## src/rtl/imem_arbiter_if.sv

```systemverilog
// Bus bundle for imem_arbiter: fetch and debug request/response channels,
// the shared instruction memory port, and the starvation counter for debug.
interface imem_arbiter_if #(
  parameter int A_WIDTH  = 32,
  parameter int D_WIDTH  = 32,
  parameter int SC_WIDTH = 3
);
  logic               f_req_valid;
  logic               f_req_ready;
  logic [A_WIDTH-1:0] f_addr;
  logic               f_resp_valid;
  logic [D_WIDTH-1:0] f_resp_data;
  logic               f_resp_err;

  logic               d_req_valid;
  logic               d_req_ready;
  logic [A_WIDTH-1:0] d_addr;
  logic               d_resp_valid;
  logic [D_WIDTH-1:0] d_resp_data;
  logic               d_resp_err;

  logic [A_WIDTH-1:0] mem_a;
  logic [D_WIDTH-1:0] mem_rd;

  logic [SC_WIDTH-1:0] dbg_starve_cnt;

  // Arbiter side.
  modport slave (
    input  f_req_valid, f_addr, d_req_valid, d_addr, mem_rd,
    output f_req_ready, f_resp_valid, f_resp_data, f_resp_err,
    output d_req_ready, d_resp_valid, d_resp_data, d_resp_err,
    output mem_a, dbg_starve_cnt
  );

  // Requesters plus memory side.
  modport master (
    output f_req_valid, f_addr, d_req_valid, d_addr, mem_rd,
    input  f_req_ready, f_resp_valid, f_resp_data, f_resp_err,
    input  d_req_ready, d_resp_valid, d_resp_data, d_resp_err,
    input  mem_a, dbg_starve_cnt
  );
endinterface

```

## src/rtl/imem_arbiter.sv

```systemverilog
// Shares one combinational-read instruction memory port between fetch (F) and
// debug (D): F has priority, bounded by a starvation limit; 1-cycle responses.
module imem_arbiter #(
  parameter int A_WIDTH     = 32,
  parameter int D_WIDTH     = 32,
  parameter int MAX_F_BURST = 4
) (
  input logic          clk,
  input logic          rst,
  imem_arbiter_if.slave bus
);
  localparam int SC_W = $clog2(MAX_F_BURST + 1);
  localparam logic [SC_W-1:0] SC_MAX = SC_W'(MAX_F_BURST);

  // Handshake: a request transfers when valid && ready; ready is combinational
  // from the valids and starve_cnt; responses have no backpressure.
  logic               f_grant;
  logic               d_grant;
  logic [A_WIDTH-1:0] mem_a_c;
  logic [SC_W-1:0]    starve_cnt_q, starve_cnt_d;

  logic               f_resp_valid_q, f_resp_valid_d;
  logic [D_WIDTH-1:0] f_resp_data_q,  f_resp_data_d;
  logic               f_resp_err_q,   f_resp_err_d;
  logic               d_resp_valid_q, d_resp_valid_d;
  logic [D_WIDTH-1:0] d_resp_data_q,  d_resp_data_d;
  logic               d_resp_err_q,   d_resp_err_d;

  // Arbitration and starvation counter; kept apart from the response logic so
  // the mem_a -> mem_rd path does not fold back into one block.
  always_comb begin
    f_grant      = 1'b0;
    d_grant      = 1'b0;
    mem_a_c      = '0;
    starve_cnt_d = starve_cnt_q;
    if (!rst) begin
      if (bus.d_req_valid && (!bus.f_req_valid || starve_cnt_q == SC_MAX)) begin
        d_grant = 1'b1;
      end else if (bus.f_req_valid) begin
        f_grant = 1'b1;
      end
    end
    if (f_grant) begin
      mem_a_c = bus.f_addr;
    end else if (d_grant) begin
      mem_a_c = bus.d_addr;
    end
    if (d_grant || !bus.d_req_valid) begin
      starve_cnt_d = '0;
    end else if (f_grant && starve_cnt_q != SC_MAX) begin
      starve_cnt_d = starve_cnt_q + SC_W'(1);
    end
  end

  // Data and error hold their last value on a side that is not granted.
  always_comb begin
    f_resp_valid_d = f_grant;
    f_resp_data_d  = f_resp_data_q;
    f_resp_err_d   = f_resp_err_q;
    d_resp_valid_d = d_grant;
    d_resp_data_d  = d_resp_data_q;
    d_resp_err_d   = d_resp_err_q;
    if (f_grant) begin
      f_resp_data_d = bus.mem_rd;
      f_resp_err_d  = (bus.f_addr[1:0] != 2'b00);
    end
    if (d_grant) begin
      d_resp_data_d = bus.mem_rd;
      d_resp_err_d  = (bus.d_addr[1:0] != 2'b00);
    end
  end

  always_ff @(posedge clk) begin
    if (rst) begin
      starve_cnt_q   <= '0;
      f_resp_valid_q <= 1'b0;
      f_resp_data_q  <= '0;
      f_resp_err_q   <= 1'b0;
      d_resp_valid_q <= 1'b0;
      d_resp_data_q  <= '0;
      d_resp_err_q   <= 1'b0;
    end else begin
      starve_cnt_q   <= starve_cnt_d;
      f_resp_valid_q <= f_resp_valid_d;
      f_resp_data_q  <= f_resp_data_d;
      f_resp_err_q   <= f_resp_err_d;
      d_resp_valid_q <= d_resp_valid_d;
      d_resp_data_q  <= d_resp_data_d;
      d_resp_err_q   <= d_resp_err_d;
    end
  end

  assign bus.f_req_ready    = f_grant;
  assign bus.d_req_ready    = d_grant;
  assign bus.mem_a          = mem_a_c;
  assign bus.f_resp_valid   = f_resp_valid_q;
  assign bus.f_resp_data    = f_resp_data_q;
  assign bus.f_resp_err     = f_resp_err_q;
  assign bus.d_resp_valid   = d_resp_valid_q;
  assign bus.d_resp_data    = d_resp_data_q;
  assign bus.d_resp_err     = d_resp_err_q;
  assign bus.dbg_starve_cnt = starve_cnt_q;
endmodule

```

## src/flat_wrapper.sv

```systemverilog
// flat-port wrapper written by rule: the top's interface ports become plain ports
module imem_arbiter_flat 
#(
  parameter int A_WIDTH     = 32,
  parameter int D_WIDTH     = 32,
  parameter int MAX_F_BURST = 4
)
  (clk, rst, bus_f_req_valid, bus_f_addr, bus_d_req_valid, bus_d_addr, bus_mem_rd, bus_f_req_ready, bus_f_resp_valid, bus_f_resp_data, bus_f_resp_err, bus_d_req_ready, bus_d_resp_valid, bus_d_resp_data, bus_d_resp_err, bus_mem_a, bus_dbg_starve_cnt);
  imem_arbiter_if #(.A_WIDTH(A_WIDTH), .D_WIDTH(D_WIDTH), .SC_WIDTH(($clog2((4) + 1)))) bus_i ();
  input logic clk;
  input logic rst;
  input wire logic [$bits(bus_i.f_req_valid)-1:0] bus_f_req_valid;
  input wire logic [$bits(bus_i.f_addr)-1:0] bus_f_addr;
  input wire logic [$bits(bus_i.d_req_valid)-1:0] bus_d_req_valid;
  input wire logic [$bits(bus_i.d_addr)-1:0] bus_d_addr;
  input wire logic [$bits(bus_i.mem_rd)-1:0] bus_mem_rd;
  output wire logic [$bits(bus_i.f_req_ready)-1:0] bus_f_req_ready;
  output wire logic [$bits(bus_i.f_resp_valid)-1:0] bus_f_resp_valid;
  output wire logic [$bits(bus_i.f_resp_data)-1:0] bus_f_resp_data;
  output wire logic [$bits(bus_i.f_resp_err)-1:0] bus_f_resp_err;
  output wire logic [$bits(bus_i.d_req_ready)-1:0] bus_d_req_ready;
  output wire logic [$bits(bus_i.d_resp_valid)-1:0] bus_d_resp_valid;
  output wire logic [$bits(bus_i.d_resp_data)-1:0] bus_d_resp_data;
  output wire logic [$bits(bus_i.d_resp_err)-1:0] bus_d_resp_err;
  output wire logic [$bits(bus_i.mem_a)-1:0] bus_mem_a;
  output wire logic [$bits(bus_i.dbg_starve_cnt)-1:0] bus_dbg_starve_cnt;
  assign bus_i.f_req_valid = bus_f_req_valid;
  assign bus_i.f_addr = bus_f_addr;
  assign bus_i.d_req_valid = bus_d_req_valid;
  assign bus_i.d_addr = bus_d_addr;
  assign bus_i.mem_rd = bus_mem_rd;
  assign bus_f_req_ready = bus_i.f_req_ready;
  assign bus_f_resp_valid = bus_i.f_resp_valid;
  assign bus_f_resp_data = bus_i.f_resp_data;
  assign bus_f_resp_err = bus_i.f_resp_err;
  assign bus_d_req_ready = bus_i.d_req_ready;
  assign bus_d_resp_valid = bus_i.d_resp_valid;
  assign bus_d_resp_data = bus_i.d_resp_data;
  assign bus_d_resp_err = bus_i.d_resp_err;
  assign bus_mem_a = bus_i.mem_a;
  assign bus_dbg_starve_cnt = bus_i.dbg_starve_cnt;
  imem_arbiter #(.A_WIDTH(A_WIDTH), .D_WIDTH(D_WIDTH), .MAX_F_BURST(MAX_F_BURST)) u_core (.clk(clk), .rst(rst), .bus(bus_i));
endmodule
```

## config.mk

```make
export PLATFORM = sky130hd
export DESIGN_NAME = imem_arbiter_flat
export DESIGN_NICKNAME = d
export VERILOG_FILES = /design/src/rtl/imem_arbiter_if.sv /design/src/rtl/imem_arbiter.sv /design/src/flat_wrapper.sv
export SDC_FILE = /design/constraint.sdc
export NUM_CORES = 1
export LEC_CHECK = 0
export ABC_AREA = 1
export ABC_CLOCK_PERIOD_IN_PS = 1900
export BUFFER_PORTS_ARGS = -buffer_cell sky130_fd_sc_hd__buf_2
export CAP_MARGIN = 20
export CORE_MARGIN = 2
export CORE_UTILIZATION = 42
export CTS_CLUSTER_SIZE = 16
export DETAILED_ROUTE_END_ITERATION = 12
export PLACE_DENSITY = 0.84
export SYNTH_ARGS = -nofsm -noshare
export SYNTH_HDL_FRONTEND = slang
export SYNTH_SLANG_ARGS = --single-unit
```

## constraint.sdc

```tcl
create_clock -name clk -period 1.9 [get_ports clk]
set_clock_uncertainty 0.05 [all_clocks]
set_input_delay 0.38 -clock clk [delete_from_list [all_inputs] [get_ports clk]]
set_output_delay 0.38 -clock clk [all_outputs]
set_load 0.05 [all_outputs]
```

==> results.toml, run 1 <==
[run_status]
outcome = "finished, violations left"
violations = "setup timing"

[setup_path]
start_kind = "flop"
end_kind = "primary output"
arrival_ns = 1.68
worstSetupPathType = "flop to primary output"
required_ns = 1.47
cp_max_fo = 8

[yosys]
syn_area_per_cell_sq_um = 7.85
netlist-cell-type-count = 22
synth-seq-area-share_pct = 46.8
syn-cell-area_sq_um = 3040
ys_top_cells_by_area = "dfxtp_1 47%, nand2_1 12%, nand3_1 8.7%, o21ai_2 5.8%, inv_1 5.3%"
ys_seq_elements = 71
ys_warn_count = 0
synthesis.nets = 489
synth_area_leader_cell = "dfxtp_1"
yosys.area.top_type_share_pct = 46.8
syn_inst = 387

[run]
maxCapViolCount = 0

[timing]
finalHoldViolations = 0
fin_crit_ns = 2.11
setup_viol = 33
fmax_ghz = 0.475
rsz0062_at_grt = "true"
fin_crit_sh_pct = 111
fin_ws_ns = -0.207
worstMarginPinSlew_ns = 0.475
drv_slew = 0
relSlewSlack_pct = 68.3

[cts]
clock_latency_ns = 0.33
cts_root_buf = "clkbuf_8"
cts_buffers = 9
cts_hold_buf = 0
cts_tree = "done"
clk_pin_slew_ns = 0.09
cts_sinks = 71
cts_buffer_depth = 2
htreeDepth = 3

[power]
p_int_mw = 2.68
power_switching_mw = 1.49
p_comb_share_pct = 29.7
p_per_area_nw_per_um2 = 777
p_seq_share_pct = 38.9
leakage_nw = 2.77
clockPowerShare_pct = 31.4
ir_drop_v = 0.000610
swShare_pct = 35.8

[routing]
wl_per_cell_um = 17.4
via_per_inst = 5.03
drc = 0
dr.pass1.iters = 4
totalWireLength_um = 12300
ant_nets = 0
drtIter0Drc = 161
vias = 3559

[final_layout]
final_nets = 704
area_growth_pct = 76.8
fin_area_sq_um = 5370
drive_above_1_share_pct = 60.3
fin_util_pct = 75.3

[grt]
grt_pass1_wl_um = 16500
grtUsageTotal_pct = 27.5
grt.overflow.total = 0
grt_pass1_vias = 3342
antenna_found_initial = 3
grt_max_degree = 67

[floorplan]
start_util_pct = 42.6
core_area_sq_um = 7140
die_area_sq_um = 7930
die_w_um = 89.0
die_h_um = 89.0
fp-row-count = 31
ios = 205

[place]
dp_slack_ns = 0.0290
post_dp_cell_area_sq_um = 4270
numPortBuffers = 204
gp_congestion = 0.852
hpwlAfterDp_um = 6600

[hold_path]
hold_path.class = "input pin to flop"
[power by group through the flow]
stage | registers [mW] | logic (mW) | clock network, mW
after floorplan | 1.97 | 0.402 | 0
after global placement | 1.65 | 0.984 | 0
after detailed placement | 1.66 | 1.00 | 0
after CTS | 1.62 | 1.15 | 1.34
after global routing | 1.63 | 1.30 | 1.41
final | 1.62 | 1.24 | 1.31
[cells by family (layout without fill, tap and decap cells)]
family,count (synthesis),count (layout),share of synthesized area [%]
AND/OR/NAND/NOR,173,173,27.1
buffers and inverters,72,292,11.3
flip-flops,71,71,46.8
AO/OA/AOI/OAI,68,68,13.7
adder cells (fa/ha/maj),2,2,0.824
XOR/XNOR,1,1,0.288
other,0,2,0
[critical path, cell delays in order, from the launching register on]
cell	delay, ns
dfxtp_4	0.35
inv_2	0.06
ha_4	0.15
nand2_4	0.06
nand2_4	0.08
nand2_4	0.07
inv_8	0.10
buf_16	0.15
nand2_2	0.07
nand2_2	0.10
buf_12	0.14
[through the flow]
step | total power, mW | hold WS (ns) | std cells | TNS (ns)
CTS | 4.11 | 0.229 | 700 | -5.74
global placement | 2.63 | 0.396 | 674 | 0
global route | 4.34 | 0.240 | 708 | -8.29
detailed placement | 2.66 | 0.411 | 674 | 0
finish | 4.17 | 0.245 | 708 | -5.83
floorplan | 2.37 | 0.399 | 387 | -0.0743
[routing by layer]
| layer | GRT usage [%] | part of all wire [%] | wire [um] | up-vias |
|---|---|---|---|---|
| met1 | 27.7 | 35 | 4250 | 1628 |
| met2 | 46.0 | 52 | 6380 | 198 |
| li1 | - | - | - | 1679 |
| met5 | 0 | 0.42 | 52 | - |
| met3 | 12.5 | 9.1 | 1120 | 50 |
| met4 | 17.6 | 4.1 | 506 | 4 |
[flip-flops by register name (all words and copies together) (netlist names)]
name                       cells
u_core.bus.dbg_starve_cnt      3
u_core.bus.d_resp_err          1
u_core.bus.d_resp_data        32
u_core.bus.f_resp_valid        1
u_core.bus.d_resp_valid        1
u_core.bus.f_resp_data        32
u_core.bus.f_resp_err          1
[Yosys cell counts]
cell type / instances
clkbuf_2: 2
nor2_1: 3
ha_1: 2
nor2_2: 2
o21ai_1: 32
buf_4: 1
clkbuf_1: 2
nand3_2: 15
buf_2: 11
nand2_1: 98
nand3_1: 53
o21ai_2: 20
buf_1: 3
nand2_4: 1
inv_1: 43
inv_2: 3
nand2_2: 1
buf_6: 7
o21ai_0: 14
dfxtp_1: 71
a21oi_1: 2
xnor2_1: 1
[cells in the final DEF (no fill, tap or decap), types with 3 or more instances in the layout]
cell type	Yosys	layout
nand2_1	98	29
nor2_1	3	3
nand2_4	1	37
nand3_2	15	15
buf_12	0	9
nand3_1	53	52
o21ai_1	32	32
o21ai_2	20	22
buf_2	11	170
o21ai_0	14	12
inv_1	43	41
buf_8	0	27
clkbuf_8	0	9
clkbuf_16	0	3
buf_6	7	4
buf_4	1	15
nand2_2	1	33
buf_16	0	3
inv_8	0	3
dfxtp_1	71	68
[cell type report]
type                       instances  area, sq um
sequential                        71         1430
fill                             468         1770
clock buffer                      10          149
antenna                            2         5.00
timing repair buffer             230         1730
inverter                          46          190
tap                               99          124
clock inverter                     6         73.8
multi-input combinational        244         1670
[worst paths after layout]
check | endpoint | slack, ns | cells past startpoint | start
worst min-delay path | u_core.bus.f_resp_data[16] | 0.24 | 3 | bus_mem_rd[16]
worst max-delay path | bus_mem_a[9] | -0.21 | 10 | u_core.bus.dbg_starve_cnt[0]
worst min register to register | u_core.bus.d_resp_data[6] | 0.42 | 2 | u_core.bus.d_resp_data[6]
worst max register to register | u_core.bus.d_resp_data[11] | 0.12 | 10 | u_core.bus.dbg_starve_cnt[1]
[repair_timing]
item                       CTS  global route
resized for setup          120            70
pin swaps                    3            19
setup endpoints to repair   34            47
buffers inserted             6             5
cloned                       4             2
(Power assumes the default switching activity.)
==> run 2: changes to the inputs <==
Settings changed: ABC_AREA 1 to 0, ABC_CLOCK_PERIOD_IN_PS 1900 to 2400, CELL_PAD_IN_SITES_DETAIL_PLACEMENT set to 1, CELL_PAD_IN_SITES_GLOBAL_PLACEMENT set to 1, CORE_UTILIZATION 42 to 30, PLACE_DENSITY 0.84 to 0.83.
Clock period 1.9 ns to 2.4 ns, I/O delays scaled along.
==> run 2 against run 1 <==
The run now ends clean. Synthesized area up 8.7%. Global-route usage down 6.0 points. First-iteration DRC count rose by 53%. Worst setup slack improved by 0.28 ns. Count of clock-buffer cells in the layout rose by 6. Routed wire length up 9.6%. Hold slack better by 0.067 ns. Final area fell by 11%.
==> results.toml, run 2 <==
[cts]
clock_latency_ns = 0.34
htreeDepth = 3
clk_pin_slew_ns = 0.07
cts_tree = "done"
cts_sinks = 71
cts_root_buf = "clkbuf_8"
cts_buffers = 9
cts_buffer_depth = 2

[yosys]
synth_most_common_cell = "dfxtp_1"
async_reset_ff_share_pct = 0
syn-cell-area_sq_um = 3300
syn_area_per_cell_sq_um = 9.03
synth_area_leader_cell = "dfxtp_1"
synth_commonest_cells = "71 x dfxtp_1, 34 x a21oi_1, 33 x nand2b_1, 33 x nand3_1"
syn_inst = 366
ys_warn_count = 0
synth_ff_type = "dfxtp_1"
synth_edf_count = 0
netlist-cell-type-count = 27
ys_top_cells_by_area = "dfxtp_1 43%, a22o_1 8.5%, a31o_1 8.5%, o211ai_1 7.3%, nand2b_1 6.3%"
ys_seq_elements = 71
yosys.area.top_type_share_pct = 43.0
synthesis.nets = 468
synth-seq-area-share_pct = 43.0

[run]
maxCapViolCount = 0

[place]
hpwlAfterDp_um = 9080
dp_slack_ns = 0.113
gp_congestion = 0.758
post_dp_cell_area_sq_um = 4390
numPortBuffers = 204

[final_layout]
diodes = 0
multiInputGateArea_sq_um = 1710
drive_above_1_share_pct = 45.6
final_nets = 658
final_cell_mix = "174 x buf_2, 68 x dfxtp_1, 34 x a21oi_1"
fillers = 1316
fin_area_sq_um = 4760
layout_commonest_cell = "buf_2"
seqCellArea_sq_um = 1430
area_growth_pct = 44.2

[floorplan]
start_util_pct = 30.6
core_area_sq_um = 10800
die_h_um = 109
fp-row-count = 38
ios = 205
die_area_sq_um = 11900
die_w_um = 109

[timing]
setup_viol = 0
fin_tns_setup_ns = 0
finalHoldViolations = 0
fin_ws_ns = 0.0730
relSlewSlack_pct = 53.5
drv_slew = 0
fin_crit_ns = 2.33
worstMarginPinSlew_ns = 0.698
fmax_ghz = 0.430
fin_crit_sh_pct = 97.0
rsz0062_at_grt = "false"

[setup_path]
worstSetupPathType = "flop to primary output"
reg2reg_depth = 7
worstReg2RegEnd = "u_core.bus.f_resp_data[1]"
end_kind = "primary output"
start_kind = "flop"
cpMaxStageDelayCell = "dfxtp_2"
arrival_ns = 1.80
required_ns = 1.87
path_buf_inv = 2
r2r_slack_ns = 0.55
cpPeakStageDelay_ns = 0.33
cp_max_fo = 8
r2r_start = "u_core.bus.dbg_starve_cnt[1]"
crit_chain = "inv_1, ha_4, nand3_4, and3_4, a22o_2, clkbuf_4"
cpLargestDelayFamily = "simple AND/OR/NAND/NOR gates"

[grt]
grt_pass1_wl_um = 19300
antenna_found_initial = 0
grt.overflow.total = 0
grtUsageTotal_pct = 21.4
grt_max_degree = 67
grt_pass1_vias = 3769

[routing]
dr.pass1.iters = 4
via_per_inst = 5.27
ant_nets = 0
drtIter0Drc = 246
totalWireLength_um = 13500
vias = 3693
drc = 0
wl_per_cell_um = 19.2

[hold_path]
hold_path.class = "input pin to flop"
min_from = "bus_mem_rd[1]"
holdPathEnd = "u_core.bus.d_resp_data[1]"
hold_depth = 3

[power]
p_per_area_nw_per_um2 = 621
leakage_nw = 2.35
ir_drop_v = 0.000276

[run_status]
outcome = "finished, final reports clean"
-- run 2: logic make-up (layout without fill, tap and decap cells) --
logic type,count (synthesis),after routing,synth area share (%)
AO/OA/AOI/OAI,134,134,31.0
buffers and inverters,47,239,7.46
AND/OR/NAND/NOR,111,114,17.4
multiplexers,1,1,0.303
flip-flops,71,71,43.0
adder cells (fa/ha/maj),2,2,0.757
-- run 2: cell type report --
type / instances / share of cell area (%)
sequential: 71 / 29.9
tap: 140 / 3.68
inverter: 4 / 0.315
multi-input combinational: 251 / 35.9
timing repair buffer: 219 / 26.6
clock buffer: 16 / 3.57
-- run 2: worst max-delay path by stage --
stage / depth (start not counted) / from / end
after detailed placement: 6 / u_core.bus.dbg_starve_cnt[0] / bus_mem_a[2]
after global routing: 6 / u_core.bus.dbg_starve_cnt[1] / bus_mem_a[24]
final: 6 / u_core.bus.dbg_starve_cnt[1] / bus_mem_a[24]
after floorplan: 7 / u_core.bus.dbg_starve_cnt[0] / bus_mem_a[10]
after global placement: 6 / u_core.bus.dbg_starve_cnt[0] / bus_mem_a[31]
after CTS: 7 / u_core.bus.dbg_starve_cnt[1] / bus_mem_a[2]
-- run 2: report_power, final --
| part | leakage (nW) | internal [mW] | switching, mW |
|---|---|---|---|
| Clock | 0.0850 | 0.435 | 0.416 |
| Combinational | 1.68 | 0.252 | 0.583 |
| Sequential | 0.585 | 1.24 | 0.0326 |
| Total | 2.35 | 1.93 | 1.03 |
-- run 2: stage by stage --
stage | hold WS, ns | cells | utilization [%] | total power [mW]
floorplan | 0.553 | 366 | - | 1.85
global placement | 0.374 | 678 | 40.7 | 2.08
detailed placement | 0.404 | 678 | 40.7 | 2.09
CTS | 0.283 | 700 | 43.7 | 2.99
global route | 0.290 | 701 | 44.1 | 3.10
finish | 0.311 | 701 | 44.1 | 2.96
-- run 2: worst reg2reg max path, cell delays in order (launching register included) --
cell,delay (ns)
dfxtp_2,0.34
inv_1,0.07
ha_4,0.18
nand3_4,0.12
buf_4,0.37
and2_1,0.21
buf_4,0.26
a31o_1,0.20
-- run 2: per-layer routing --
metal | global-route usage, % | wire length, um | share of wire (%)
met5 | 0 | 0 | 0
met4 | 10.5 | 324 | 2.4
met3 | 4.96 | 1050 | 7.8
met2 | 40.9 | 7210 | 53
met1 | 21.7 | 4910 | 36
-- run 2: timing repair --
action | in CTS | in global routing
gates resized for setup | 28 | 15
cloned | 3 | 1
hold buffers | 0 | 0
buffers inserted | 3 | 0
endpoints found under the setup margin | 33 | 13
pin swaps | 3 | 0
